===== config.mk =====
export PLATFORM = sky130hd
export DESIGN_NAME = mem_bus_ctrl_flat
export DESIGN_NICKNAME = d
export VERILOG_FILES = /design/src/rtl/mem_bus_ctrl_pkg.sv /design/src/rtl/mem_bus_ctrl_if.sv /design/src/rtl/mem_bus_ctrl_mfc_sync.sv /design/src/rtl/mem_bus_ctrl.sv /design/src/flat_wrapper.sv
export SDC_FILE = /design/constraint.sdc
export NUM_CORES = 1
export LEC_CHECK = 0
export BUFFER_PORTS_ARGS = -buffer_cell sky130_fd_sc_hd__buf_2
export CAP_MARGIN = 25
export CORE_MARGIN = 2
export CORE_UTILIZATION = 45
export DETAILED_ROUTE_END_ITERATION = 10
export GPL_TIMING_DRIVEN = 0
export PLACE_DENSITY_LB_ADDON = 0.08
export SLEW_MARGIN = 10
export SYNTH_ARGS = -nofsm -noshare
export SYNTH_HDL_FRONTEND = slang
export SYNTH_SLANG_ARGS = --single-unit

===== constraint.sdc =====
create_clock -name clk -period 2.11 [get_ports clk]
set_input_delay 0.1055 -clock clk [delete_from_list [all_inputs] [get_ports clk]]
set_output_delay 0.1055 -clock clk [all_outputs]
set_load 0.05 [all_outputs]

===== src/rtl/mem_bus_ctrl_pkg.sv =====
`default_nettype none
// ============================================================================
// Module      : mem_bus_pkg
// Description : Shared types and constants for the CPU-side memory bus
//               controller. These are the access state encoding, the default
//               bus widths and the memory RW encoding.
// Revision    : 1.0 - initial release
// ============================================================================
package mem_bus_pkg;

    localparam int unsigned DEF_ADDR_W = 16;
    localparam int unsigned DEF_DATA_W = 16;

    // Memory RW pin encoding
    localparam logic RW_READ  = 1'b1;
    localparam logic RW_WRITE = 1'b0;

    typedef enum logic [2:0] {
        IDLE    = 3'd0,
        SETUP   = 3'd1,
        STROBE  = 3'd2,
        RELEASE = 3'd3,
        DONE    = 3'd4
    } state_t;

endpackage
`default_nettype wire


===== src/rtl/mem_bus_ctrl_if.sv =====
`default_nettype none
// ============================================================================
// Module      : mem_bus_ctrl_if
// Description : Bundles the control-unit request side and the asynchronous
//               memory handshake side of the bus controller. The slave
//               modport is the controller's view. The master modport is the
//               view of the control unit plus the memory.
// Revision    : 1.0 - initial release
// ============================================================================
interface mem_bus_ctrl_if
    import mem_bus_pkg::*;
#(
    parameter int ADDR_W = DEF_ADDR_W,
    parameter int DATA_W = DEF_DATA_W
);
    // Control-unit side
    logic              req;
    logic              rw;
    logic [ADDR_W-1:0] addr_in;
    logic [DATA_W-1:0] wdata_in;
    logic              busy;
    logic              done;
    logic [DATA_W-1:0] rdata;
    logic              err;
    // Memory side
    logic              mem_en;
    logic              mem_rw;
    logic [ADDR_W-1:0] mem_addr;
    logic [DATA_W-1:0] mem_din;
    logic [DATA_W-1:0] mem_dout;
    logic              mem_mfc;

    modport slave (
        input  req, rw, addr_in, wdata_in, mem_dout, mem_mfc,
        output busy, done, rdata, err, mem_en, mem_rw, mem_addr, mem_din
    );

    modport master (
        output req, rw, addr_in, wdata_in, mem_dout, mem_mfc,
        input  busy, done, rdata, err, mem_en, mem_rw, mem_addr, mem_din
    );

endinterface
`default_nettype wire


===== src/rtl/mem_bus_ctrl_mfc_sync.sv =====
`default_nettype none
// ============================================================================
// Module      : mfc_sync
// Description : STAGES-deep flop chain that brings the asynchronous memory
//               MFC into the clk domain. It resets to 0.
// Revision    : 1.0 - initial release
// ============================================================================
module mfc_sync #(
    parameter int STAGES = 2
) (
    input  wire logic clk,
    input  wire logic rst_n,
    input  wire logic i_async,
    output logic      o_sync
);

    logic [STAGES-1:0] r_chain;

    // Shift the raw MFC through the chain; the last flop is the safe copy
    always_ff @(posedge clk or negedge rst_n) begin
        if (!rst_n) begin
            r_chain <= '0;
        end else begin
            r_chain <= {r_chain[STAGES-2:0], i_async};
        end
    end

    assign o_sync = r_chain[STAGES-1];

endmodule
`default_nettype wire


===== src/rtl/mem_bus_ctrl.sv =====
`default_nettype none
// ============================================================================
// Module      : mem_bus_ctrl
// Description : CPU-side memory bus controller. It accepts one read or write
//               at a time, latches address/data (MAR/MDR) and runs the
//               EN/MFC four-phase handshake through an MFC synchroniser. It
//               returns read data with a one-cycle done pulse.
//               Optional macro MEM_TIMEOUT_EN adds a per-phase MFC timeout
//               (TIMEOUT_CYC) that ends the access with err=1.
// Revision    : 1.0 - initial release
// ============================================================================
module mem_bus_ctrl
    import mem_bus_pkg::*;
#(
    parameter int ADDR_W      = DEF_ADDR_W,
    parameter int DATA_W      = DEF_DATA_W,
    parameter int SYNC_STAGES = 2
`ifdef MEM_TIMEOUT_EN
    ,
    parameter int TIMEOUT_CYC = 64
`endif
) (
    input  wire logic     clk,
    input  wire logic     rst_n,
    mem_bus_ctrl_if.slave bus
);

    state_t            r_state;
    state_t            w_next;
    logic              w_mfc_s;
    logic              w_accept;
    logic              w_capture;
    logic              w_busy;
    logic              w_done;
    logic              w_en;
    logic              w_timeout;

    logic              r_mem_rw;
    logic [ADDR_W-1:0] r_mem_addr;
    logic [DATA_W-1:0] r_mem_din;
    logic [DATA_W-1:0] r_rdata;

    mfc_sync #(
        .STAGES (SYNC_STAGES)
    ) u_mfc_sync (
        .clk     (clk),
        .rst_n   (rst_n),
        .i_async (bus.mem_mfc),
        .o_sync  (w_mfc_s)
    );

    // State register; reset returns to IDLE at once so EN drops mid-access
    always_ff @(posedge clk or negedge rst_n) begin
        if (!rst_n) begin
            r_state <= IDLE;
        end else begin
            r_state <= w_next;
        end
    end

    // Next-state and Moore outputs of the handshake sequencer
    always_comb begin
        w_next    = r_state;
        w_accept  = 1'b0;
        w_capture = 1'b0;
        w_busy    = 1'b0;
        w_done    = 1'b0;
        w_en      = 1'b0;
        case (r_state)
            IDLE: begin
                if (bus.req) begin
                    w_accept = 1'b1;
                    w_next   = SETUP;
                end
            end
            SETUP: begin
                // Bus is already driven; a stale MFC must clear before EN rises
                w_busy = 1'b1;
                if (!w_mfc_s) begin
                    w_next = STROBE;
                end
            end
            STROBE: begin
                w_busy = 1'b1;
                w_en   = 1'b1;
                if (w_mfc_s) begin
                    w_capture = (r_mem_rw == RW_READ);
                    w_next    = RELEASE;
                end else if (w_timeout) begin
                    w_next = DONE;
                end
            end
            RELEASE: begin
                w_busy = 1'b1;
                if (!w_mfc_s) begin
                    w_next = DONE;
                end else if (w_timeout) begin
                    w_next = DONE;
                end
            end
            DONE: begin
                w_done = 1'b1;
                w_next = IDLE;
            end
            default: begin
                w_next = IDLE;
            end
        endcase
    end

    // MAR/MDR latch on acceptance; read data captured on MFC in STROBE
    always_ff @(posedge clk or negedge rst_n) begin
        if (!rst_n) begin
            r_mem_rw   <= 1'b0;
            r_mem_addr <= '0;
            r_mem_din  <= '0;
            r_rdata    <= '0;
        end else begin
            if (w_accept) begin
                r_mem_rw   <= bus.rw;
                r_mem_addr <= bus.addr_in;
                r_mem_din  <= bus.wdata_in;
            end
            if (w_capture) begin
                r_rdata <= bus.mem_dout;
            end
        end
    end

`ifdef MEM_TIMEOUT_EN
    localparam int C_CNT_W = ($clog2(TIMEOUT_CYC + 1) > 8) ? $clog2(TIMEOUT_CYC + 1) : 8;

    logic [C_CNT_W-1:0] r_cnt;
    logic               r_err;

    // Cycles spent in the current wait phase; cleared on every phase entry
    always_ff @(posedge clk or negedge rst_n) begin
        if (!rst_n) begin
            r_cnt <= '0;
        end else if (w_next != r_state) begin
            r_cnt <= '0;
        end else if (r_state == STROBE || r_state == RELEASE) begin
            r_cnt <= r_cnt + 1'b1;
        end else begin
            r_cnt <= '0;
        end
    end

    // Fires on the last allowed cycle of a phase
    assign w_timeout = (r_cnt == C_CNT_W'(TIMEOUT_CYC - 1));

    // Remember whether the move into DONE was caused by an expired wait
    always_ff @(posedge clk or negedge rst_n) begin
        if (!rst_n) begin
            r_err <= 1'b0;
        end else begin
            r_err <= w_timeout &&
                     (((r_state == STROBE)  && !w_mfc_s) ||
                      ((r_state == RELEASE) &&  w_mfc_s));
        end
    end

    assign bus.err = r_err && (r_state == DONE);
`else
    assign w_timeout = 1'b0;
    assign bus.err   = 1'b0;
`endif

    assign bus.busy     = w_busy;
    assign bus.done     = w_done;
    assign bus.rdata    = r_rdata;
    assign bus.mem_en   = w_en;
    assign bus.mem_rw   = r_mem_rw;
    assign bus.mem_addr = r_mem_addr;
    assign bus.mem_din  = r_mem_din;

endmodule
`default_nettype wire


===== src/flat_wrapper.sv =====
// flat-port wrapper written by rule: the top's interface ports become plain ports
module mem_bus_ctrl_flat import mem_bus_pkg::*;
#(
    parameter int ADDR_W      = DEF_ADDR_W,
    parameter int DATA_W      = DEF_DATA_W,
    parameter int SYNC_STAGES = 2

)
  (clk, rst_n, bus_req, bus_rw, bus_addr_in, bus_wdata_in, bus_mem_dout, bus_mem_mfc, bus_busy, bus_done, bus_rdata, bus_err, bus_mem_en, bus_mem_rw, bus_mem_addr, bus_mem_din);
  mem_bus_ctrl_if #(.ADDR_W(ADDR_W), .DATA_W(DATA_W)) bus_i ();
  input  wire logic clk;
  input  wire logic rst_n;
  input wire logic [$bits(bus_i.req)-1:0] bus_req;
  input wire logic [$bits(bus_i.rw)-1:0] bus_rw;
  input wire logic [$bits(bus_i.addr_in)-1:0] bus_addr_in;
  input wire logic [$bits(bus_i.wdata_in)-1:0] bus_wdata_in;
  input wire logic [$bits(bus_i.mem_dout)-1:0] bus_mem_dout;
  input wire logic [$bits(bus_i.mem_mfc)-1:0] bus_mem_mfc;
  output wire logic [$bits(bus_i.busy)-1:0] bus_busy;
  output wire logic [$bits(bus_i.done)-1:0] bus_done;
  output wire logic [$bits(bus_i.rdata)-1:0] bus_rdata;
  output wire logic [$bits(bus_i.err)-1:0] bus_err;
  output wire logic [$bits(bus_i.mem_en)-1:0] bus_mem_en;
  output wire logic [$bits(bus_i.mem_rw)-1:0] bus_mem_rw;
  output wire logic [$bits(bus_i.mem_addr)-1:0] bus_mem_addr;
  output wire logic [$bits(bus_i.mem_din)-1:0] bus_mem_din;
  assign bus_i.req = bus_req;
  assign bus_i.rw = bus_rw;
  assign bus_i.addr_in = bus_addr_in;
  assign bus_i.wdata_in = bus_wdata_in;
  assign bus_i.mem_dout = bus_mem_dout;
  assign bus_i.mem_mfc = bus_mem_mfc;
  assign bus_busy = bus_i.busy;
  assign bus_done = bus_i.done;
  assign bus_rdata = bus_i.rdata;
  assign bus_err = bus_i.err;
  assign bus_mem_en = bus_i.mem_en;
  assign bus_mem_rw = bus_i.mem_rw;
  assign bus_mem_addr = bus_i.mem_addr;
  assign bus_mem_din = bus_i.mem_din;
  mem_bus_ctrl #(.ADDR_W(ADDR_W), .DATA_W(DATA_W), .SYNC_STAGES(SYNC_STAGES)) u_core (.clk(clk), .rst_n(rst_n), .bus(bus_i));
endmodule

Yosys cells after proc, flatten, opt, wreduce, memory -nomap -nowiden
Index checks and enable logic that the tools add are counted.
- $add $sub $neg: 0
- $mul: 0
- div/mod/pow operators: 0
- $lt $le $gt $ge: 0
- equality and inequality tests: 8
- shift operators: 0
- muxes and demuxes: 12
- bitwise gates (word level): 0
- reduce and logical (&&, ||, !) cells: 3
- operator list (operator ; number):
    $mux W3 ; 4
    $pmux W3 S4 ; 1
    $ne A2 B2 Y1 const B ; 4
    $mux W1 ; 7
    $eq A3 B2 Y1 const B ; 2
    $reduce_and A4 Y1 ; 1
    $eq A3 B1 Y1 const B ; 1
    $eq A3 B3 Y1 const B ; 1
    $logic_not A3 Y1 ; 1
    $reduce_or A3 Y1 ; 1
- register bits: 54
- latch bits: 0
- RAM bits: 0
- ROM bits: 0
- input port bits: 53
- output and inout port bits: 53
- memories kept: 0

Depth between registers and ports, before layout
- word-level depth: 3
- mapped depth: 5
- mapped depth without buffers: 3

Cells and area by module
From an unflattened synthesis, not the netlist that was laid out.
- cell total of the unflattened synthesis: 123
- area total of the unflattened synthesis: 2104.5 um^2
- modules (own cells, without submodules) (module ; times used ; cells each ; area each (um^2) ; seq. area each (um^2)):
    mem_bus_ctrl ; 1 ; 121 ; 2054.5 ; 1301.2
    mfc_sync ; 1 ; 2 ; 50.0 ; 50.0

Worst setup path after synthesis
Ideal clock, no wire load.
- kind: register -> register
- start point: register u_core.r_state[1]
- end point: register u_core.r_rdata[10], in the netlist u_core.bus.rdata[10]
- setup time: 0.125 ns
- arrival time: 1.969 ns
- required time: 1.985 ns
- slack: 0.016 ns
- stages on the path, launching flop included: 6
- path buffers: 2
- period minus slack after synthesis: 2.094 ns
- cell sequence: dfrtp_1 nor3b_2 and3_1 buf_6 buf_12 mux2_4
- longest elaborated chain between the ends: 2
- RTL lines (element ; line ; text):
    start, declared ; mem_bus_ctrl.sv:28 ; state_t r_state;
    start signal, assigned ; mem_bus_ctrl.sv:57 ; r_state <= w_next;
    $eq A3 B2 Y1 ; mem_bus_ctrl.sv:69 ; case (r_state)
    $mux W1 ; mem_bus_ctrl.sv:69 ;
    end signal, assigned ; mem_bus_ctrl.sv:125 ; r_rdata <= bus.mem_dout;
    end, declared ; mem_bus_ctrl.sv:41 ; logic [DATA_W-1:0] r_rdata;
No other way between the ends.
A chain may end at the register's enable or synchronous reset.

Worst setup path in the final report
- start point: register u_core.r_state[1]
- end point: register u_core.r_mem_addr[2], in the netlist u_core.bus.mem_addr[2]
- longest elaborated chain between the ends: 2
- RTL lines (element ; line ; text):
    $logic_not A3 Y1 ; mem_bus_ctrl.sv:69 ;
    $mux W1 ; mem_bus_ctrl.sv:69 ;
    end signal, assigned ; mem_bus_ctrl.sv:121 ; r_mem_addr <= bus.addr_in;
    end, declared ; mem_bus_ctrl.sv:39 ; logic [ADDR_W-1:0] r_mem_addr;
No other way between the ends.

==> impl_metrics.tcl <==
set metrics [dict create \
    hold_slack_ns 0.00723 \
    fin_setup_tns_ns 0 \
    fillCellCount 345 \
    wire_per_inst_um 14.2 \
    cts_resized 0 \
    drtIter0Drc 34 \
    clk_latency_ns 0.30 \
    rsz0062_at_grt "no" \
    die_area_um2 5240 \
    cts_buffers 5 \
    cts_tree "done" \
    drtAntennaViolNets 0 \
    die_y_um 72.4 \
    slew_violations 0 \
    cts.sinks 54 \
    syn_area_um2 2100 \
    die_w_um 72.4 \
    row_count 24 \
    hold_buffers 2 \
    first_global_vias 1421 \
    slew_headroom_pct 55.5 \
    clkTransAtPathRegs_ns 0.10 \
    clockRootBuffer "clkbuf_8" \
    syn_nets 176 \
    synthCells 123 \
    final_util_pct 64.0 \
    post_dp_cell_area_um2 2720 \
    io_pins 106 \
    cap_violations 0 \
    drt-pass1-iter-count 4 \
    post_cts_buffers 0 \
    setup_viol 0 \
    cp-start-kind "flip-flop" \
    crit_fanout 10 \
    cp-end-kind "flip-flop" \
    place_congestion 0.726 \
    critPathKind "flip-flop to flip-flop" \
    hp-class "primary input to flip-flop" \
    final_area_um2 2850 \
    yosysWarnings 0 \
    finalCritPeriodShare_pct 79.6 \
    post-dp-hpwl_um 3240 \
    cp.required_ns 2.30 \
    io_buffers 104 \
    ctsLongestPathBuffers 2 \
    grt_usage_pct 16.1 \
    multi_input_area_um2 692 \
    core_um2 4440 \
    final_cell_mix "buf_2 (104), dfrtp_1 (54), mux2_2 (37)" \
    avgSynthCellArea_um2 17.1 \
    initial_utilization_pct 47.4 \
    antenna_found_initial 0 \
    timing.final.hold_violations 0 \
    area_growth_pct 35.3 \
    drc 0 \
    via_per_inst 4.76 \
    min_period_ns 1.68 \
    ys_ff_latch 54 \
    tightest_slew_ns 0.668 \
    fin_worst_skew_ns 0.0114 \
    htreeDepth 2 \
    status "completed" \
    layout-drive-gt1-share_pct 71.0 \
    grt_remaining_overflow 0 \
    rrSetupSlack_ns 0.43 \
    seq_area_um2 1350 \
    clock.fmax_mhz 596 \
    arrival_ns 1.87 \
    yosysUniqueCellTypes 19 \
    grt_pass1_wl_um 6440 \
    via_count 1379 \
    diodes 0 \
    finalNetCount 290 \
    grt_max_degree 30 \
    synth_seq_area_share_pct 64.2 \
    drt-total-wl_um 4120 \
    final_common_cell "buf_2" \
]
[final timing paths]
path	from	to	depth (start not counted)
setup / recovery	u_core.r_state[1]$_DFFE_PN0P_	u_core.bus.mem_addr[2]$_DFFE_PN0P_	3
hold / removal	bus_wdata_in[9]	u_core.bus.mem_din[9]$_DFFE_PN0P_	2
setup reg to reg	u_core.r_state[1]$_DFFE_PN0P_	u_core.bus.mem_addr[2]$_DFFE_PN0P_	3
hold reg to reg	u_core.u_mfc_sync.r_chain[0]$_DFF_PN0_	u_core.u_mfc_sync.r_chain[1]$_DFF_PN0_	0
max in group asynchronous	rst_n	u_core.bus.mem_din[6]$_DFFE_PN0P_	3
min in group asynchronous	rst_n	u_core.bus.rdata[5]$_DFFE_PN0P_	2
[layer usage]
layer / wire (um) / global-route usage (%) / vias up
met2: 2130 / 28.3 / 60
met3: 313 / 5.00 / 7
met5: 0 / 0 / -
met4: 81 / 5.97 / 0
li1: - / - / 651
met1: 1600 / 18.3 / 661
[layout make-up]
type	count	share of cell area, %
tap	52	2.29
sequential	54	47.5
timing repair buffer	107	20.0
clock inverter	3	1.41
clock buffer	5	2.42
buffer	6	2.15
multi-input combinational	63	24.3
[cell families (layout without fill, tap and decap cells)]
family                 after synthesis  count (layout)  share of synthesized area (%)
buffers and inverters                6             121                           2.91
flip-flops                          54              54                           64.2
AND/OR/NAND/NOR                     10              10                           3.81
AO/OA/AOI/OAI                        2               2                          0.475
XOR/XNOR                             1               1                          0.416
other                                1               1                          0.178
multiplexers                        49              49                           28.0
[critical path, cell delays in order, from the launching register on]
cell     delay, ns
dfrtp_1       0.47
nor4b_4       0.47
buf_4         0.27
mux2_2        0.35
[Yosys cell counts]
library cell	instances	area (um2)
buf_12	1	20.0
xnor2_1	1	8.76
nor4b_4	1	23.8
and3b_2	1	10.0
nor2_1	3	11.3
conb_1	1	3.75
buf_4	4	30.0
and2_1	1	6.26
a21oi_1	1	5.00
mux2_2	37	417
o21ai_0	1	5.00
buf_6	1	11.3
and3_1	1	6.26
mux2_1	2	22.5
nor2b_1	1	6.26
nor3b_2	1	12.5
mux2_4	10	150
dfrtp_1	54	1350
nand2_1	1	3.75
[sequential cells by signal (all words and copies together), names as in the netlist]
register	flops
u_core.bus.mem_addr	16
u_core.bus.mem_din	16
u_core.bus.mem_rw	1
u_core.bus.rdata	16
u_core.r_state	3
u_core.u_mfc_sync.r_chain	2
[through the flow]
step | instances | setup WS [ns]
after global placement | 279 | 0.477
after detailed placement | 280 | 0.440
after floorplan | 123 | 0.0161
after CTS | 290 | 0.424
after global routing | 290 | 0.351
final | 290 | 0.431
Power is left out: the tool's default activity adds up to more than one toggle a clock period on the data nets, which glitch-free logic cannot reach.
